### config.mk
export PLATFORM = sky130hd
export DESIGN_NAME = fetch_unit_flat
export DESIGN_NICKNAME = d
export VERILOG_FILES = /design/src/rtl/fetch_unit_if.sv /design/src/rtl/fetch_unit.sv /design/src/flat_wrapper.sv
export SDC_FILE = /design/constraint.sdc
export NUM_CORES = 1
export LEC_CHECK = 0
export BUFFER_PORTS_ARGS = -buffer_cell sky130_fd_sc_hd__buf_2
export CORE_UTILIZATION = 41
export CTS_CLUSTER_DIAMETER = 100
export DETAILED_ROUTE_END_ITERATION = 7
export GPL_TIMING_DRIVEN = 0
export PLACE_DENSITY = 0.74
export SYNTH_ARGS = -nofsm -noshare
export SYNTH_HDL_FRONTEND = slang
export SYNTH_SLANG_ARGS = --single-unit
### constraint.sdc
create_clock -name clk -period 1.4 [get_ports clk]
set_input_delay 0.21 -clock clk [delete_from_list [all_inputs] [get_ports clk]]
set_output_delay 0.21 -clock clk [all_outputs]
set_load 0.02 [all_outputs]
### src/rtl/fetch_unit_if.sv
// Instruction-memory port of the fetch stage: single-cycle req/ack transfer
// with the fetch address and the returned instruction word.
interface fetch_unit_if #(
  parameter int PC_W    = 7,
  parameter int INSTR_W = 32
);
  logic               imem_req;
  logic [PC_W-1:0]    imem_addr;
  logic               imem_ack;
  logic [INSTR_W-1:0] imem_rdata;

  modport master (output imem_req, imem_addr, input imem_ack, imem_rdata);
  modport slave  (input imem_req, imem_addr, output imem_ack, imem_rdata);
endinterface

### src/rtl/fetch_unit.sv
// Instruction fetch stage driving the IF/ID latch: PC, imem req/ack, redirects, stalls.
// Define FETCH_SKID_EN to add a one-entry skid buffer that keeps fetching through a stall.
module fetch_unit #(
  parameter int              PC_W     = 7,
  parameter int              INSTR_W  = 32,
  parameter logic [PC_W-1:0] RESET_PC = '0
) (
  input  logic               clk,
  input  logic               rst,
  input  logic               ena,
  input  logic               stop,
  input  logic               branch_taken,
  input  logic [PC_W-1:0]    branch_target,
  fetch_unit_if.master       imem,
  output logic [INSTR_W-1:0] instruction_out,
  output logic [PC_W-1:0]    next_pc_out,
  output logic               ena_out,
  output logic               bubble_out
);

  typedef enum logic [1:0] {IDLE, FETCH, REDIRECT} state_t;

  state_t          state;
  logic [PC_W-1:0] pc;
  logic [PC_W-1:0] pc_inc;
  logic            req;
  logic            xfer;

  assign pc_inc = pc + PC_W'(1);

`ifdef FETCH_SKID_EN
  logic               skid_full_p1;
  logic [INSTR_W-1:0] skid_instr_p1;
  logic [PC_W-1:0]    skid_npc_p1;

  assign req = (state == FETCH) && ena && !skid_full_p1;
`else
  // Remembers that the last cycle was stalled, so the restart request lands one cycle later.
  logic stall_p1;

  assign req = (state == FETCH) && ena && !(ena_out && stop) && !stall_p1;
`endif

  assign xfer           = req && imem.imem_ack;
  assign imem.imem_req  = req;
  assign imem.imem_addr = pc;

  // Stage boundary: fetch -> IF/ID output register
  always_ff @(posedge clk or posedge rst) begin
    if (rst) begin
      state           <= IDLE;
      pc              <= RESET_PC;
      instruction_out <= '0;
      next_pc_out     <= '0;
      ena_out         <= 1'b0;
      bubble_out      <= 1'b0;
`ifdef FETCH_SKID_EN
      skid_full_p1    <= 1'b0;
`else
      stall_p1        <= 1'b0;
`endif
    end else if (branch_taken) begin
      state           <= REDIRECT;
      pc              <= branch_target;
      instruction_out <= '0;
      next_pc_out     <= branch_target;
      ena_out         <= 1'b0;
      bubble_out      <= 1'b1;
`ifdef FETCH_SKID_EN
      skid_full_p1    <= 1'b0;
`else
      stall_p1        <= 1'b0;
`endif
    end else begin
      case (state)
        IDLE:     if (ena) state <= FETCH;
        FETCH:    if (!ena) state <= IDLE;
        REDIRECT: state <= ena ? FETCH : IDLE;
        default:  state <= IDLE;
      endcase

      if (xfer) pc <= pc_inc;

`ifdef FETCH_SKID_EN
      // A held skid entry always drains ahead of fresh memory data.
      if (!stop && skid_full_p1) begin
        instruction_out <= skid_instr_p1;
        next_pc_out     <= skid_npc_p1;
        ena_out         <= 1'b1;
        bubble_out      <= 1'b0;
        skid_full_p1    <= 1'b0;
      end else if (xfer && ena_out && stop) begin
        skid_full_p1    <= 1'b1;
      end else if (xfer) begin
        instruction_out <= imem.imem_rdata;
        next_pc_out     <= pc_inc;
        ena_out         <= 1'b1;
        bubble_out      <= 1'b0;
      end else if (!stop) begin
        ena_out         <= 1'b0;
        bubble_out      <= 1'b0;
      end
`else
      stall_p1 <= ena_out && stop;
      if (xfer) begin
        instruction_out <= imem.imem_rdata;
        next_pc_out     <= pc_inc;
        ena_out         <= 1'b1;
        bubble_out      <= 1'b0;
      end else if (!stop) begin
        ena_out         <= 1'b0;
        bubble_out      <= 1'b0;
      end
`endif
    end
  end

`ifdef FETCH_SKID_EN
  // Stage boundary: fetch -> skid entry (data only, validity is skid_full_p1)
  always_ff @(posedge clk) begin
    if (xfer && ena_out && stop && !branch_taken) begin
      skid_instr_p1 <= imem.imem_rdata;
      skid_npc_p1   <= pc_inc;
    end
  end
`endif

endmodule

### src/flat_wrapper.sv
// flat-port wrapper written by rule: the top's interface ports become plain ports
module fetch_unit_flat 
#(
  parameter int              PC_W     = 7,
  parameter int              INSTR_W  = 32,
  parameter logic [PC_W-1:0] RESET_PC = '0
)
  (clk, rst, ena, stop, branch_taken, branch_target, instruction_out, next_pc_out, ena_out, bubble_out, imem_imem_req, imem_imem_addr, imem_imem_ack, imem_imem_rdata);
  fetch_unit_if #(.PC_W(PC_W), .INSTR_W(INSTR_W)) imem_i ();
  input  logic clk;
  input  logic rst;
  input  logic ena;
  input  logic stop;
  input  logic branch_taken;
  input  logic [PC_W-1:0] branch_target;
  output logic [INSTR_W-1:0] instruction_out;
  output logic [PC_W-1:0] next_pc_out;
  output logic ena_out;
  output logic bubble_out;
  output wire logic [$bits(imem_i.imem_req)-1:0] imem_imem_req;
  output wire logic [$bits(imem_i.imem_addr)-1:0] imem_imem_addr;
  input wire logic [$bits(imem_i.imem_ack)-1:0] imem_imem_ack;
  input wire logic [$bits(imem_i.imem_rdata)-1:0] imem_imem_rdata;
  assign imem_imem_req = imem_i.imem_req;
  assign imem_imem_addr = imem_i.imem_addr;
  assign imem_i.imem_ack = imem_imem_ack;
  assign imem_i.imem_rdata = imem_imem_rdata;
  fetch_unit #(.PC_W(PC_W), .INSTR_W(INSTR_W), .RESET_PC(RESET_PC)) u_core (.clk(clk), .rst(rst), .ena(ena), .stop(stop), .branch_taken(branch_taken), .branch_target(branch_target), .imem(imem_i), .instruction_out(instruction_out), .next_pc_out(next_pc_out), .ena_out(ena_out), .bubble_out(bubble_out));
endmodule
* Word-level counts from Yosys, hierarchy flattened
Index checks and enable logic that the tools add are counted.
** Word-level totals
- Bits in registers :: 44
- Bits of input ports :: 45
- Output and inout port bits :: 49
- Logic and storage cells :: 37
** Operators by class
- $add $sub $neg :: 1
- Eq/ne operators :: 5
- Mux-type cells :: 15
- Reduce and logical (&&, ||, !) cells :: 10
** Operators with widths (number)
- $mux W32 :: 2
- $mux W7 :: 2
- $add A7 B1 Y7 const B :: 1
- $mux W1 :: 7
- $mux W2 :: 3
- $ne A3 B3 Y1 const B :: 2
- $pmux W2 S3 :: 1
- $logic_and A1 B1 Y1 :: 5
- $ne A3 B1 Y1 const B :: 1
- $eq A2 B1 Y1 const B :: 1
- $eq A2 B2 Y1 const B :: 1
- $logic_not A1 Y1 :: 2
- $logic_not A2 Y1 :: 1
- $reduce_and A2 Y1 :: 1
- $reduce_bool A2 Y1 :: 1

* Longest topological paths before layout
Gate-level depths: netlist of run 1.
- Word-level depth :: 7
- Mapped depth :: 7
- Depth with buffers taken out :: 5

* Least setup slack after synthesis of run 1
Ideal clock, no wire load.
- Path type :: reg-to-reg
- Start point :: register u_core.ena_out
- End point :: register u_core.next_pc_out[6]
- Library setup time :: 0.069 ns
- Data arrival time :: 1.395 ns
- Required time :: 1.331 ns
- Slack :: -0.063 ns
- Stages on the path, launching flop included :: 5
- Path buffers :: 0
- Clock period less this slack :: 1.463 ns
- Cells stage by stage :: dfrtp_1 > a21boi_2 > nand2_4 > or4_1 > nand3_1
** On the way
- Longest elaborated chain between the ends :: 6
** Ends and longest elaborated chain
- start, declared :: RTL line fetch_unit.sv:17 : output logic ena_out,
- start signal, assigned :: RTL line fetch_unit.sv:55 : ena_out <= 1'b0;
- start signal, assigned :: RTL line fetch_unit.sv:67 : ena_out <= 1'b0;
- start signal, assigned :: RTL line fetch_unit.sv:108 : ena_out <= 1'b1;
- $logic_and A1 B1 Y1 :: RTL line fetch_unit.sv:41 : assign req = (state == FETCH) && ena && !(ena_out && stop) && !stall_p1;
- $logic_not A1 Y1 :: RTL line fetch_unit.sv:41
- $logic_and A1 B1 Y1 (2 in a row) :: RTL line fetch_unit.sv:41
- $logic_and A1 B1 Y1 :: RTL line fetch_unit.sv:44 : assign xfer = req && imem.imem_ack;
- $reduce_bool A2 Y1 (no line)
- end signal, assigned :: RTL line fetch_unit.sv:66 : next_pc_out <= branch_target;
- end signal, assigned :: RTL line fetch_unit.sv:107 : next_pc_out <= pc_inc;
- end, declared :: RTL line fetch_unit.sv:16 : output logic [PC_W-1:0] next_pc_out,
Every way passes these cells.
A chain may end at the register's enable or synchronous reset.

* Worst setup path after layout of run 1
- Start point :: register u_core.stall_p1
- End point :: output port imem_imem_req
** On the way
- Longest elaborated chain between the ends :: 2
** Ends and longest elaborated chain
- start, declared :: RTL line fetch_unit.sv:39 : logic stall_p1;
- start signal, assigned :: RTL line fetch_unit.sv:104 : stall_p1 <= ena_out && stop;
- $logic_not A1 Y1 :: RTL line fetch_unit.sv:41
- $logic_and A1 B1 Y1 :: RTL line fetch_unit.sv:41
- end, declared :: RTL line flat_wrapper.sv:20 : output wire logic [$bits(imem_i.imem_req)-1:0] imem_imem_req;
Every way passes these cells.

==> reports/summary.json, run 1 <==
{
  "slew_viol_final": 0,
  "synth_top_area_cell": "sky130_fd_sc_hd__dfrtp_1",
  "syn_to_final_growth_pct": 58.97,
  "placement_rows": 24,
  "grt_pass1_wl_um": 7258,
  "cp-start-kind": "flop",
  "worst_hold_slack_ns": 0.1283,
  "finalHoldViolations": 0,
  "initial_antenna_violation_count": 0,
  "finalSetupViolations": 33,
  "irDropWorstVdd_uv": 555.6,
  "outcome": "finished with violations",
  "yosys_register_bits": 44,
  "synth-simple-area-share_pct": 19.18,
  "crit_chain": "and4bb_4 -> and2_4 -> buf_6",
  "synth_top_family_by_area": "simple AND/OR/NAND/NOR gates",
  "via_count_of_the_first_global_routing_pass": 1574,
  "detailedRoute.firstPassIterationCount": 4,
  "placed_area_sq_mm": 0.002477,
  "routedWlPerCell_um": 13.60,
  "finalWirelength_um": 5003,
  "post_synth_mux_area_share_pct": 1.696,
  "synthTopCellsByArea": "sky130_fd_sc_hd__dfrtp_1 57%, sky130_fd_sc_hd__nand2_1 14%, sky130_fd_sc_hd__a21oi_1 8.6%, sky130_fd_sc_hd__buf_4 3.5%, sky130_fd_sc_hd__buf_6 1.8%",
  "post_synth_fa_ha_maj_area_fraction_pct": 0.6523,
  "violated_checks": "setup timing",
  "timing_worst_slew_pin_value_ns": 0.7318,
  "layout_setup_ws_ns": -0.09520,
  "via_count": 1841,
  "antenna-diode-count": 0,
  "hp-class": "primary input to flop",
  "power_switching_share_pct": 27.38,
  "syn_area_per_cell_sq_um": 9.449,
  "synth_top_area_share_pct": 57.40,
  "seqPwrFrac_pct": 53.1,
  "floorplan.initialDensity_pct": 43.45,
  "clock_buffers_created_by_tritoncts": 5,
  "die_area_sq_mm": 0.004955,
  "yosysSeqAreaShare_pct": 57.40,
  "numPortBuffers": 93,
  "arrival_ns": 1.29,
  "die_height_um": 70.40,
  "clock_tree_from_tritoncts": "yes",
  "xor_and_xnor_fraction_of_the_mapped_netlist_area_pct": 2.283,
  "postLayoutCellArea_sq_mm": 0.003049,
  "die_w_um": 70.40,
  "layout.cells.most_common": "sky130_fd_sc_hd__buf_2",
  "gr-total-overflow": 0,
  "drc": 0,
  "crit_family": "simple AND/OR/NAND/NOR gates",
  "crit_path_max_incr_delay_ns": 0.37,
  "floorplan.core_area_sq_mm": 0.004414,
  "worstPathBufferInverterCount": 1,
  "mostFrequentLayoutCells": "92 x sky130_fd_sc_hd__buf_2, 42 x sky130_fd_sc_hd__nand2_1, 42 x sky130_fd_sc_hd__dfrtp_1",
  "finalCritPeriodShare_pct": 106.8,
  "number_of_buffers_between_clock_root_and_the_deepest_sink": 2,
  "detail_route.iter0.violations": 50,
  "groute.usage.overall_pct": 18.99,
  "path_class": "flop to output pin",
  "fraction_of_final_layout_cells_sized_beyond_drive_strength_1_pct": 61.71,
  "synthesis.yosys.warnings": 0,
  "timing.max_cap.violations": 0,
  "worst_skew_pair.late_latency_ns": 0.29,
  "timing.critical_path.to_type": "output pin",
  "worst_ep_required_time_ns": 1.19,
  "timing.slew.headroom_pct": 51.21,
  "grt_max_degree": 27,
  "p_switching_uw": 689.7,
  "worst_setup_hold_path_clk_slew_ns": 0.08,
  "comb_power_share_pct": 17.0,
  "max_freq_ghz": 0.6688,
  "place_hpwl_um": 3131,
  "synth_compound_area_share_pct": 11.35,
  "power_report.internal_total_mw": 1.829,
  "synthesis.instances": 203,
  "cts_sinks": 44,
  "syn-cell-area_sq_mm": 0.001918,
  "finalClockSkew_ns": 0.004243,
  "nets": 362,
  "vias_per_cell": 5.003,
  "syn-num-nets": 249,
  "path_max_fanout": 5,
  "timing.critical_path.slowest_stage_cell": "sky130_fd_sc_hd__and4bb_4",
  "leakagePower_nw": 1.650,
  "clock_tree.htree_level_count": 2,
  "clkPwrFrac_pct": 29.9,
  "final_period_minus_worst_setup_slack_ns": 1.495,
  "cts_root_buf": "sky130_fd_sc_hd__clkbuf_8",
  "number_of_primary_i_o_pins": 94,
  "totalNegativeSetupSlack_ns": -1.095,
  "gp_routability_congestion": 0.7517,
  "antenna_left": 0,
  "rsz0062_at_grt": "true",
  "power_density_over_cell_area_mw_per_mm2": 826.1,
  "netlist-cell-type-count": 26
}
## power by group through the flow
stage / logic (mW) / clock network (mW) / registers (mW)
6_report: 0.429 / 0.753 / 1.34
5_1_grt: 0.462 / 0.824 / 1.34
4_1_cts: 0.366 / 0.768 / 1.34
3_5_place_dp: 0.355 / 0 / 1.36
3_3_place_gp: 0.344 / 0 / 1.36
2_1_floorplan: 0.165 / 0 / 1.40
## state kept, by name, indices dropped and copies added, names as in the netlist
name	count
u_core.bubble_out	1
u_core.next_pc_out	7
u_core.instruction_out	32
u_core.stall_p1	1
u_core.state	2
u_core.ena_out	1
## worst reg2reg max path, cell delays in order, from the launching register on
cell and delay, ns:
sky130_fd_sc_hd__dfrtp_1 0.36, sky130_fd_sc_hd__and4bb_4 0.37, sky130_fd_sc_hd__and2_4 0.18, sky130_fd_sc_hd__buf_12 0.14
sky130_fd_sc_hd__clkbuf_16 0.17, sky130_fd_sc_hd__nand2_4 0.05, sky130_fd_sc_hd__a21oi_2 0.14
## cells in the mapped netlist
master / count
sky130_fd_sc_hd__inv_1: 2
sky130_fd_sc_hd__nand3_1: 4
sky130_fd_sc_hd__xnor2_1: 3
sky130_fd_sc_hd__and3_1: 2
sky130_fd_sc_hd__a21boi_2: 1
sky130_fd_sc_hd__nor2_1: 1
sky130_fd_sc_hd__clkbuf_1: 8
sky130_fd_sc_hd__and4bb_1: 1
sky130_fd_sc_hd__ha_1: 1
sky130_fd_sc_hd__and2_1: 3
sky130_fd_sc_hd__a31o_1: 1
sky130_fd_sc_hd__mux2_2: 2
sky130_fd_sc_hd__nor2b_1: 1
sky130_fd_sc_hd__or4_1: 1
sky130_fd_sc_hd__buf_4: 9
sky130_fd_sc_hd__buf_6: 3
sky130_fd_sc_hd__o21ai_1: 5
sky130_fd_sc_hd__nand4_1: 2
sky130_fd_sc_hd__mux2i_1: 1
sky130_fd_sc_hd__buf_1: 1
sky130_fd_sc_hd__nand2_4: 1
sky130_fd_sc_hd__a211oi_1: 1
sky130_fd_sc_hd__dfrtp_1: 44
sky130_fd_sc_hd__xor2_1: 2
sky130_fd_sc_hd__nand2_1: 70
sky130_fd_sc_hd__a21oi_1: 33
## logic make-up (layout without fill, tap and decap cells)
kind of cell	after synthesis	after routing
AOI/OAI and AO/OA	41	41
DFF	44	44
xor gates and xnor gates	5	5
buffers and inverters	23	136
adders and majority gates	1	1
and+or+nand+nor	86	86
muxes	3	3
## final timing paths
path / from / to / slack, ns / depth (start not counted)
worst max-delay path: u_core.stall_p1 / imem_imem_req / -0.1 / 3
worst min-delay path: branch_target[0] / u_core.next_pc_out[0] / 0.13 / 3
worst max register to register: u_core.stall_p1 / u_core.instruction_out[22] / -0.08 / 6
worst min register to register: u_core.state[1] / u_core.state[0] / 0.46 / 1
max in group asynchronous: rst / u_core.next_pc_out[2] / 0.44 / 4
min in group asynchronous: rst / u_core.instruction_out[26] / 0.46 / 3
## layer usage
metal	up-vias	track usage (%)	part of all wire (%)
met4	0	5.333	0.84
li1	879	-	-
met5	-	0	0
met2	57	31.85	52
met3	5	6.205	5.9
met1	900	23.30	41
## final cells by class
cell class	instances	area, sq um
flip-flops and latches	44	1104
repair buffers	107	629.4
inverters	2	7.507
well taps	52	65.06
clock buffers	6	72.57
multi-input cells	136	1005
clock inverters	1	5.005
fillers	376	1365
plain buffers	20	161.4
## through the flow
step           setup slack [ns]  utilization [%]  power (mW)  instances
2_1_floorplan          0.007064                -       1.564        203
3_3_place_gp            -0.5963            55.67       1.706        348
3_5_place_dp            -0.1837            56.12       1.719        349
4_1_cts                 -0.1231            59.41       2.473        361
5_1_grt                 -0.1361            69.08       2.629        368
6_report               -0.09520            69.08       2.519        368
## timing repair
item	4_1_cts	5_1_grt
setup endpoints to repair	36	39
gates cloned	2	2
hold endpoints to repair	18	0
hold buffers	1	0
gates resized for setup	13	98
buffers inserted	3	5
pin swaps	2	56
Note: power is estimated with default switching activity, not from simulation.
==> inputs of run 2 (changes only) <==
--- a/config.mk
+++ b/config.mk
@@ -5,12 +5,14 @@
 export SDC_FILE = /design/constraint.sdc
 export NUM_CORES = 1
 export LEC_CHECK = 0
+export ABC_AREA = 1
 export BUFFER_PORTS_ARGS = -buffer_cell sky130_fd_sc_hd__buf_2
-export CORE_UTILIZATION = 41
+export CORE_MARGIN = 2
+export CORE_UTILIZATION = 42
 export CTS_CLUSTER_DIAMETER = 100
 export DETAILED_ROUTE_END_ITERATION = 7
 export GPL_TIMING_DRIVEN = 0
-export PLACE_DENSITY = 0.74
+export PLACE_DENSITY = 0.75
 export SYNTH_ARGS = -nofsm -noshare
 export SYNTH_HDL_FRONTEND = slang
 export SYNTH_SLANG_ARGS = --single-unit
==> reports/summary.json, run 2 <==
{
  "finalSetupViolations": 0,
  "synth_enable_flop_cells": 0,
  "postLayoutCellArea_sq_mm": 0.002699,
  "worst_ep_required_time_ns": 1.19,
  "post-cts-setup-buffers": 0,
  "mostFrequentLayoutCells": "97 x sky130_fd_sc_hd__buf_2, 92 x sky130_fd_sc_hd__nand2_1, 49 x sky130_fd_sc_hd__nand3_1",
  "grt_max_degree": 26,
  "finalClockSkew_ns": 0.009494,
  "number_of_buffers_between_clock_root_and_the_deepest_sink": 2,
  "synth_top_area_cell": "sky130_fd_sc_hd__dfrtp_1",
  "syn-cell-area_sq_mm": 0.002016,
  "synthTopCellsByArea": "sky130_fd_sc_hd__dfrtp_1 55%, sky130_fd_sc_hd__nand2_1 17%, sky130_fd_sc_hd__nand3_1 12%, sky130_fd_sc_hd__buf_4 3.7%, sky130_fd_sc_hd__inv_1 1.9%",
  "timing.max_cap.violations": 0,
  "antenna-diode-count": 0,
  "cts_root_buf": "sky130_fd_sc_hd__clkbuf_8",
  "nets": 386,
  "most_used_standard_cell_by_instance_count_after_synthesis": "sky130_fd_sc_hd__nand2_1",
  "path_class": "flop to output pin",
  "detail_route.iter0.violations": 118,
  "antenna_left": 0,
  "drc": 0,
  "slew_viol_final": 0,
  "layoutNonFillerInstCount": 395,
  "fraction_of_final_layout_cells_sized_beyond_drive_strength_1_pct": 36.95,
  "yosys_register_bits": 44,
  "layout.cells.most_common": "sky130_fd_sc_hd__buf_2",
  "finalHoldViolations": 0,
  "irDropWorstVdd_uv": 619.4,
  "power_density_over_cell_area_mw_per_mm2": 1052,
  "via_count_of_the_first_global_routing_pass": 1709,
  "outcome": "completed",
  "leakagePower_nw": 1.653,
  "placement_rows": 25,
  "number_of_primary_i_o_pins": 94,
  "finalWirelength_um": 4902,
  "grt_pass1_wl_um": 7831,
  "timing.critical_path.to_type": "output pin",
  "synth_top_area_share_pct": 54.62,
  "synthesis.yosys.warnings": 0,
  "die_area_sq_mm": 0.005369,
  "syn_to_final_growth_pct": 33.89,
  "via_count": 1924,
  "detailedRoute.firstPassIterationCount": 5,
  "placed_area_sq_mm": 0.002569,
  "numPortBuffers": 93,
  "cp-start-kind": "flop",
  "synthFlopType": "sky130_fd_sc_hd__dfrtp_1",
  "gp_routability_congestion": 0.8604,
  "final_core_utilization_pct": 57.91,
  "synthesis.instances": 238,
  "clock_buffers_created_by_tritoncts": 5,
  "worst_skew_pair.late_latency_ns": 0.30,
  "crit_family": "flip-flops",
  "path_max_fanout": 2,
  "async_flop_share_pct": 100.0,
  "final_period_minus_worst_setup_slack_ns": 1.333,
  "rsz0062_at_grt": "true",
  "yosysSeqAreaShare_pct": 54.62,
  "syn_area_per_cell_sq_um": 8.469,
  "clock_tree.htree_level_count": 2,
  "place_hpwl_um": 3618,
  "routedWlPerCell_um": 12.41,
  "syn-num-nets": 284,
  "synth_commonest_cells": "93 x sky130_fd_sc_hd__nand2_1, 49 x sky130_fd_sc_hd__nand3_1, 44 x sky130_fd_sc_hd__dfrtp_1",
  "layout.filler_cells": 446,
  "crit_path_max_incr_delay_ns": 0.42,
  "floorplan.initialDensity_pct": 43.25,
  "worstPathBufferInverterCount": 1,
  "timing_worst_slew_pin_value_ns": 0.4868,
  "timing.slew.headroom_pct": 67.55,
  "largest_reg_flops": 32,
  "arrival_ns": 1.12,
  "layout_top_registers": "u_core.instruction_out: 32 flops, u_core.next_pc_out: 7 flops, u_core.state: 2 flops",
  "die_height_um": 73.28,
  "die_w_um": 73.28,
  "timing.critical_path.slowest_stage_cell": "sky130_fd_sc_hd__dfrtp_1",
  "floorplan.core_area_sq_mm": 0.004661,
  "fin_total_pwr_mw": 2.839,
  "crit_chain": "nor2_4 -> nand2_1 -> nor2_1 -> buf_4",
  "worst_setup_hold_path_clk_slew_ns": 0.10,
  "max_freq_ghz": 0.7499,
  "groute.usage.overall_pct": 18.99,
  "finalCritPeriodShare_pct": 95.25,
  "vias_per_cell": 4.871,
  "dp_cells": 386,
  "gr-total-overflow": 0,
  "initial_antenna_violation_count": 0,
  "netlist-cell-type-count": 18,
  "hp-class": "primary input to flop",
  "cts_sinks": 44,
  "top_register": "u_core.instruction_out",
  "clock_tree_from_tritoncts": "yes"
}
==> run 2: cell count changes after synthesis, sizes merged, moves of 3 or more <==
cell / before / now
and2: 3 / 0
inv: 2 / 10
xnor2: 3 / 0
buf: 13 / 18
nand2: 71 / 93
clkbuf: 8 / 3
a21oi: 33 / 2
nand3: 4 / 49
nor2: 1 / 7
o21bai: 0 / 3
==> run 2: cell families after synthesis <==
kind of cell,after synthesis,share of synthesized area (%)
AO/OA/AOI/OAI,9,2.607
adder cells (fa/ha/maj),1,0.6206
buffers and inverters,31,8.690
flip-flops,44,54.62
AND/OR/NAND/NOR,153,33.46
==> run 2: layer usage <==
layer | up-vias | GRT usage (%) | part of all wire, %
li1 | 956 | - | -
met1 | 906 | 23.73 | 44
met2 | 56 | 32.63 | 49
met3 | 6 | 4.938 | 5.9
met4 | 0 | 4.938 | 1.0
met5 | - | 0 | 0
==> run 2: timing repair <==
item,CTS,global route
endpoints found under the hold margin,19,0
endpoints found under the setup margin,0,6
resized for setup,0,2
hold buffers,1,0
==> run 2: worst paths after layout <==
check                      slack (ns)                          to  cells after the start                  start
setup / recovery                 0.07               imem_imem_req                      4        u_core.state[1]
hold / removal                    0.1  u_core.instruction_out[14]                      3    imem_imem_rdata[14]
setup reg to reg                 0.11       u_core.next_pc_out[4]                      8  u_core.next_pc_out[1]
hold reg to reg                  0.45             u_core.state[0]                      1        u_core.state[0]
max in group asynchronous        0.46             u_core.state[1]                      4                    rst
min in group asynchronous        0.45   u_core.instruction_out[8]                      3                    rst
==> run 2: tightest hold or removal path, cell delays in order <==
cell                      delay (ns)
sky130_fd_sc_hd__buf_2          0.07
sky130_fd_sc_hd__nand2_1        0.04
sky130_fd_sc_hd__nand2_1        0.04
==> run 2: area by class of cell <==
type	count	area [sq um]	share of cell area [%]
flip-flops and latches	44	1101	40.80
multi-input cells	163	742.0	27.49
repair buffers	95	498.0	18.45
plain buffers	21	137.6	5.100
clock buffers	5	68.82	2.550
well taps	54	67.56	2.503
clock inverters	3	46.29	1.715
inverters	10	37.54	1.391
==> run 2: stage by stage <==
stage | hold slack (ns) | setup WS (ns) | setup TNS [ns]
floorplan | 0.3076 | 0.1026 | 0
global placement | 0.4023 | -0.4462 | -19.57
detailed placement | 0.2401 | 0.08816 | 0
CTS | 0.08897 | 0.01116 | 0
global route | 0.09496 | -0.02385 | -0.02385
finish | 0.09508 | 0.06654 | 0
==> run 2: power breakdown <==
part	internal (mW)	leakage (nW)	switching (mW)	total, mW
combinational	0.194	1.00	0.270	0.464
clock	0.538	0.0548	0.470	1.01
sequential	1.31	0.595	0.0526	1.37
